[src/rtl/div16by8_seq.sv]
// Sequential restoring divider: 2*DW-bit unsigned dividend by DW-bit divisor,
// one quotient bit per clock, valid/ready handshake on both sides.
module div16by8_seq #(
    parameter int DW = 8,
    parameter int CW = 4
) (
    input  logic            clk,
    input  logic            rst,
    input  logic            in_valid,
    output logic            in_ready,
    input  logic [2*DW-1:0] dividend,
    input  logic [DW-1:0]   divisor,
    output logic            out_valid,
    input  logic            out_ready,
    output logic [DW-1:0]   quotient,
    output logic [DW-1:0]   remainder,
    output logic            div_zero,
    output logic            overflow
);

    typedef enum logic [1:0] {
        IDLE = 2'd0,
        CALC = 2'd1,
        DONE = 2'd2
    } state_t;

    state_t          state_reg, state_next;
    // The partial remainder always stays below the divisor, so DW bits hold it.
    logic [DW-1:0]   rem_reg, rem_next;
    // Low dividend half shifts out of the top while quotient bits enter the bottom.
    logic [DW-1:0]   shift_reg, shift_next;
    logic [DW-1:0]   divisor_reg, divisor_next;
    logic [CW-1:0]   cnt_reg, cnt_next;
    logic [DW-1:0]   quotient_reg, quotient_next;
    logic [DW-1:0]   remainder_reg, remainder_next;
    logic            div_zero_reg, div_zero_next;
    logic            overflow_reg, overflow_next;

    logic [DW:0]     trial;
    logic            trial_ge;
    logic [DW-1:0]   trial_diff;

    always_ff @(posedge clk or posedge rst) begin
        if (rst) begin
            state_reg     <= IDLE;
            rem_reg       <= '0;
            shift_reg     <= '0;
            divisor_reg   <= '0;
            cnt_reg       <= '0;
            quotient_reg  <= '0;
            remainder_reg <= '0;
            div_zero_reg  <= 1'b0;
            overflow_reg  <= 1'b0;
        end else begin
            state_reg     <= state_next;
            rem_reg       <= rem_next;
            shift_reg     <= shift_next;
            divisor_reg   <= divisor_next;
            cnt_reg       <= cnt_next;
            quotient_reg  <= quotient_next;
            remainder_reg <= remainder_next;
            div_zero_reg  <= div_zero_next;
            overflow_reg  <= overflow_next;
        end
    end

    // Trial subtraction; the difference is below 2^DW whenever it is used.
    assign trial      = {rem_reg, shift_reg[DW-1]};
    assign trial_ge   = (trial >= {1'b0, divisor_reg});
    assign trial_diff = trial[DW-1:0] - divisor_reg;

    always_comb begin
        state_next     = state_reg;
        rem_next       = rem_reg;
        shift_next     = shift_reg;
        divisor_next   = divisor_reg;
        cnt_next       = cnt_reg;
        quotient_next  = quotient_reg;
        remainder_next = remainder_reg;
        div_zero_next  = div_zero_reg;
        overflow_next  = overflow_reg;

        case (state_reg)
            IDLE: begin
                if (in_valid) begin
                    divisor_next = divisor;
                    if (divisor == '0) begin
                        state_next     = DONE;
                        quotient_next  = '1;
                        remainder_next = '0;
                        div_zero_next  = 1'b1;
                        overflow_next  = 1'b0;
                    end else if (dividend[2*DW-1:DW] >= divisor) begin
                        state_next     = DONE;
                        quotient_next  = '1;
                        remainder_next = '0;
                        div_zero_next  = 1'b0;
                        overflow_next  = 1'b1;
                    end else begin
                        state_next    = CALC;
                        rem_next      = dividend[2*DW-1:DW];
                        shift_next    = dividend[DW-1:0];
                        cnt_next      = '0;
                        div_zero_next = 1'b0;
                        overflow_next = 1'b0;
                    end
                end
            end
            CALC: begin
                rem_next   = trial_ge ? trial_diff : trial[DW-1:0];
                shift_next = {shift_reg[DW-2:0], trial_ge};
                cnt_next   = cnt_reg + 1'b1;
                if (cnt_reg == CW'(DW - 1)) begin
                    state_next     = DONE;
                    quotient_next  = shift_next;
                    remainder_next = rem_next;
                end
            end
            DONE: begin
                if (out_ready) begin
                    state_next = IDLE;
                end
            end
            default: begin
                state_next = IDLE;
            end
        endcase
    end

    assign in_ready  = (state_reg == IDLE);
    assign out_valid = (state_reg == DONE);
    assign quotient  = quotient_reg;
    assign remainder = remainder_reg;
    assign div_zero  = div_zero_reg;
    assign overflow  = overflow_reg;

endmodule

[config.mk]
export PLATFORM = sky130hd
export DESIGN_NAME = div16by8_seq
export DESIGN_NICKNAME = d
export VERILOG_FILES = /design/src/rtl/div16by8_seq.sv
export SDC_FILE = /design/constraint.sdc
export NUM_CORES = 1
export LEC_CHECK = 0
export BUFFER_PORTS_ARGS = -buffer_cell sky130_fd_sc_hd__buf_2
export CAP_MARGIN = 15
export CORE_ASPECT_RATIO = 1.1
export CORE_MARGIN = 2
export CORE_UTILIZATION = 50
export CTS_CLUSTER_SIZE = 40
export DETAILED_ROUTE_END_ITERATION = 7
export GPL_ROUTABILITY_DRIVEN = 0
export HOLD_SLACK_MARGIN = 0.02
export PLACE_DENSITY = 0.74
export SYNTH_ARGS = -nofsm -noshare
export SYNTH_HDL_FRONTEND = slang
export SYNTH_SLANG_ARGS = --single-unit
[constraint.sdc]
create_clock -name clk -period 2.5 [get_ports clk]
set_clock_uncertainty 0.1 [all_clocks]
set_input_delay 0.125 -clock clk [delete_from_list [all_inputs] [get_ports clk]]
set_output_delay 0.125 -clock clk [all_outputs]
set_load 0.01 [all_outputs]
==> reports/metrics.csv <==
metric,value,unit
endpoints failing setup,0,
DRC Markers,0,
post-route cell area,3440,um^2
Sum Neg Setup Slack,0,ps
ANT nets after route,0,
top cell type's share of synthesized area,43.9,%
Clock Sink Count,48,
crit path max fanout,11,
initial antenna violation count,0,
worst hold path type,input port to flip-flop,
Pwr per Cell Area,1280,nW/um^2
Fmax achieved,420,MHz
"Cell Area, Synth",2740,um^2
Synth Instances,281,
slowest stage cell on the critical path,dlygate4sd3_1,
CTS Buffer Depth,2,
Rel. slew slack,63.9,%
Worst EP required,2640,ps
kind of critical path,input port to flip-flop,
final wirelength,6500,um
Starting Density,51.4,%
Antenna Cells,0,
"Clk Latency, worst-skew pair",300,ps
vias,2325,
Clock Power Share,10.9,%
RSZ-0062 raised after global routing,false,
# IOs,48,
Cell variety after synth,53,
Placement Cell Area,3070,um^2
Switch Pwr,1.89,mW
largest net degree at the start of global routing,26,
endpoints failing hold,0,
status,completed,
CTS Buf Count,5,
DR vias/cell,5.33,
fin crit period,2380,ps
Area growth syn-to-layout,25.5,%
part of the power in registers,30.9,%
CTS tree,yes,
first-pass GRT wire length,10500,um
drt first pass iters,4,
number of flops mapped to enable cells by yosys,0,
Pins Over Slew Limit,0,
Crit. End Element,flip-flop,
DPL Wire Length,4710,um
max-cap violation count,0,
CTS H-tree depth,2,
"Top FF cell, synth",dfrtp_1,
core area,5330,um^2
Yosys reg bits,48,
drt wl/cell,14.9,um
die height,81.6,um
Clock transition at path regs,90,ps
gr usage total,22.8,%
cell family with most CP delay,simple AND/OR/NAND/NOR gates,
Final nets,406,
"Largest stage delay, worst path",520,ps
grt ovf,0,
critical path startpoint category,input port,
Final Cycle Share,95.2,%
die width,74.6,um
most area-consuming cells after synthesis,"dfrtp_1 (44%), ha_1 (7.8%), mux2i_1 (5.5%), o21ai_0 (5.1%), a21oi_1 (3.7%)",
"Net Count, Synth",327,
vias in the first global route,2362,
part of the power in combinational logic,58.2,%
worst-margin pin slew,540,ps
Buf/Inv on CP,3,
Max IR drop VDD,0.624,mV
Initial DRC Count,129,
layout cells sized above 1,24.7,%
crit path cell chain,dlygate4sd3_1 -> buf_2 -> inv_1 -> ha_1 -> and3_4 -> a22oi_2 -> and4b_4 -> a21oi_2 -> or3_1 -> a21oi_1,
internal power,2.49,mW
"area leader, netlist",dfrtp_1,
CP arrival,2520,ps
Pleak,1.61,nW
fill cell count,444,
warnings from Yosys,0,
die area,6090,um^2
mean area per synthesized cell,9.75,um^2
most common cell in the netlist,dfrtp_1,
Port-buffer cells,47,
"Seq/Total Area, Yosys",43.9,%
site row count,28,
Net Sw Frac,43.2,%
clk root buf,clkbuf_8,
asr flop ratio synth,100,%
most frequent cells after synthesis,"dfrtp_1 (48), o21ai_0 (28), nand2_1 (25)",
power by group through the flow:
stage          sequential (mW)  combinational (mW)  clock [mW]
6_report                  1.36                2.55       0.477
5_1_grt                   1.40                2.81       0.524
4_1_cts                   1.35                2.39       0.496
3_5_place_dp              1.36                2.33           0
3_3_place_gp              1.35                2.25           0
2_1_floorplan             1.37                1.67           0
layout by cell type, fill, tap and decap left out, drive strengths merged, types with 4 or more instances in the layout:
cell type     n
a21o          4
a21oi        23
a22oi         6
and3          4
buf          60
clkbuf        6
dfrtp        48
dlygate4sd3  22
ha           17
inv          21
mux2i        15
nand2        25
nand2b        4
nand3        11
nor2         23
o21ai        32
metrics by stage:
stage	setup slack (ps)	total power, mW	util (%)	std cells	hold WS (ps)
final	119	4.38	64.5	436	38.8
after global routing	9.26	4.73	64.5	436	33.4
after CTS	33.8	4.23	63.7	433	22.3
after detailed placement	20.6	3.69	57.7	403	102
after global placement	72.2	3.60	57.7	403	95.0
after floorplan	382	3.04	-	281	133
layout make-up:
cell class	instances	area (um^2)	area share (%)
clock inverter	2	10.0	0.291
timing repair buffer	82	553	16.1
clock buffer	6	82.6	2.40
multi-input combinational	202	1420	41.2
tap	75	93.8	2.73
sequential	48	1200	34.9
inverter	21	78.8	2.29
worst min-delay path, delay by kind of cell:
family / cells / cell delay [ps]
buffers and inverters: 1 / 100
AO/OA/AOI/OAI: 2 / 180
path summary, 6_finish.rpt:
| kind | from | end | slack [ps] | cells past startpoint |
|---|---|---|---|---|
| worst max-delay path | divisor[7] | cnt_reg[3] | 120 | 10 |
| worst min-delay path | dividend[10] | rem_reg[2] | 40 | 3 |
| worst max register to register | rem_reg[0] | rem_reg[1] | 120 | 8 |
| worst min register to register | remainder[7] | remainder[7] | 380 | 2 |
| max in group asynchronous | rst | divisor_reg[6] | 1280 | 4 |
| min in group asynchronous | rst | cnt_reg[2] | 300 | 3 |
what timing repair did:
action | 4_1_cts | 5_1_grt
pin swaps | 0 | 1
cloned | 0 | 0
gates resized for setup | 1 | 4
setup buffers | 0 | 3
hold buffers | 22 | 0
endpoints found under the hold margin | 45 | 0
setup endpoints to repair | 1 | 7
layer usage:
layer	GRT usage [%]	vias up	wire length, um
li1	-	1149	-
met1	28.9	1091	2940
met2	38.9	74	3150
met3	3.56	11	285
met4	9.29	0	123
met5	0	-	0
cells by family after synthesis:
logic type	after synthesis	synth area share (%)
AND/OR/NAND/NOR	83	16.1
XOR/XNOR	4	1.28
buffers and inverters	31	5.57
AO/OA/AOI/OAI	80	18.4
multiplexers	17	6.30
flip-flops	48	43.9
adder cells (fa/ha/maj)	18	8.50
(Power assumes the default switching activity.)
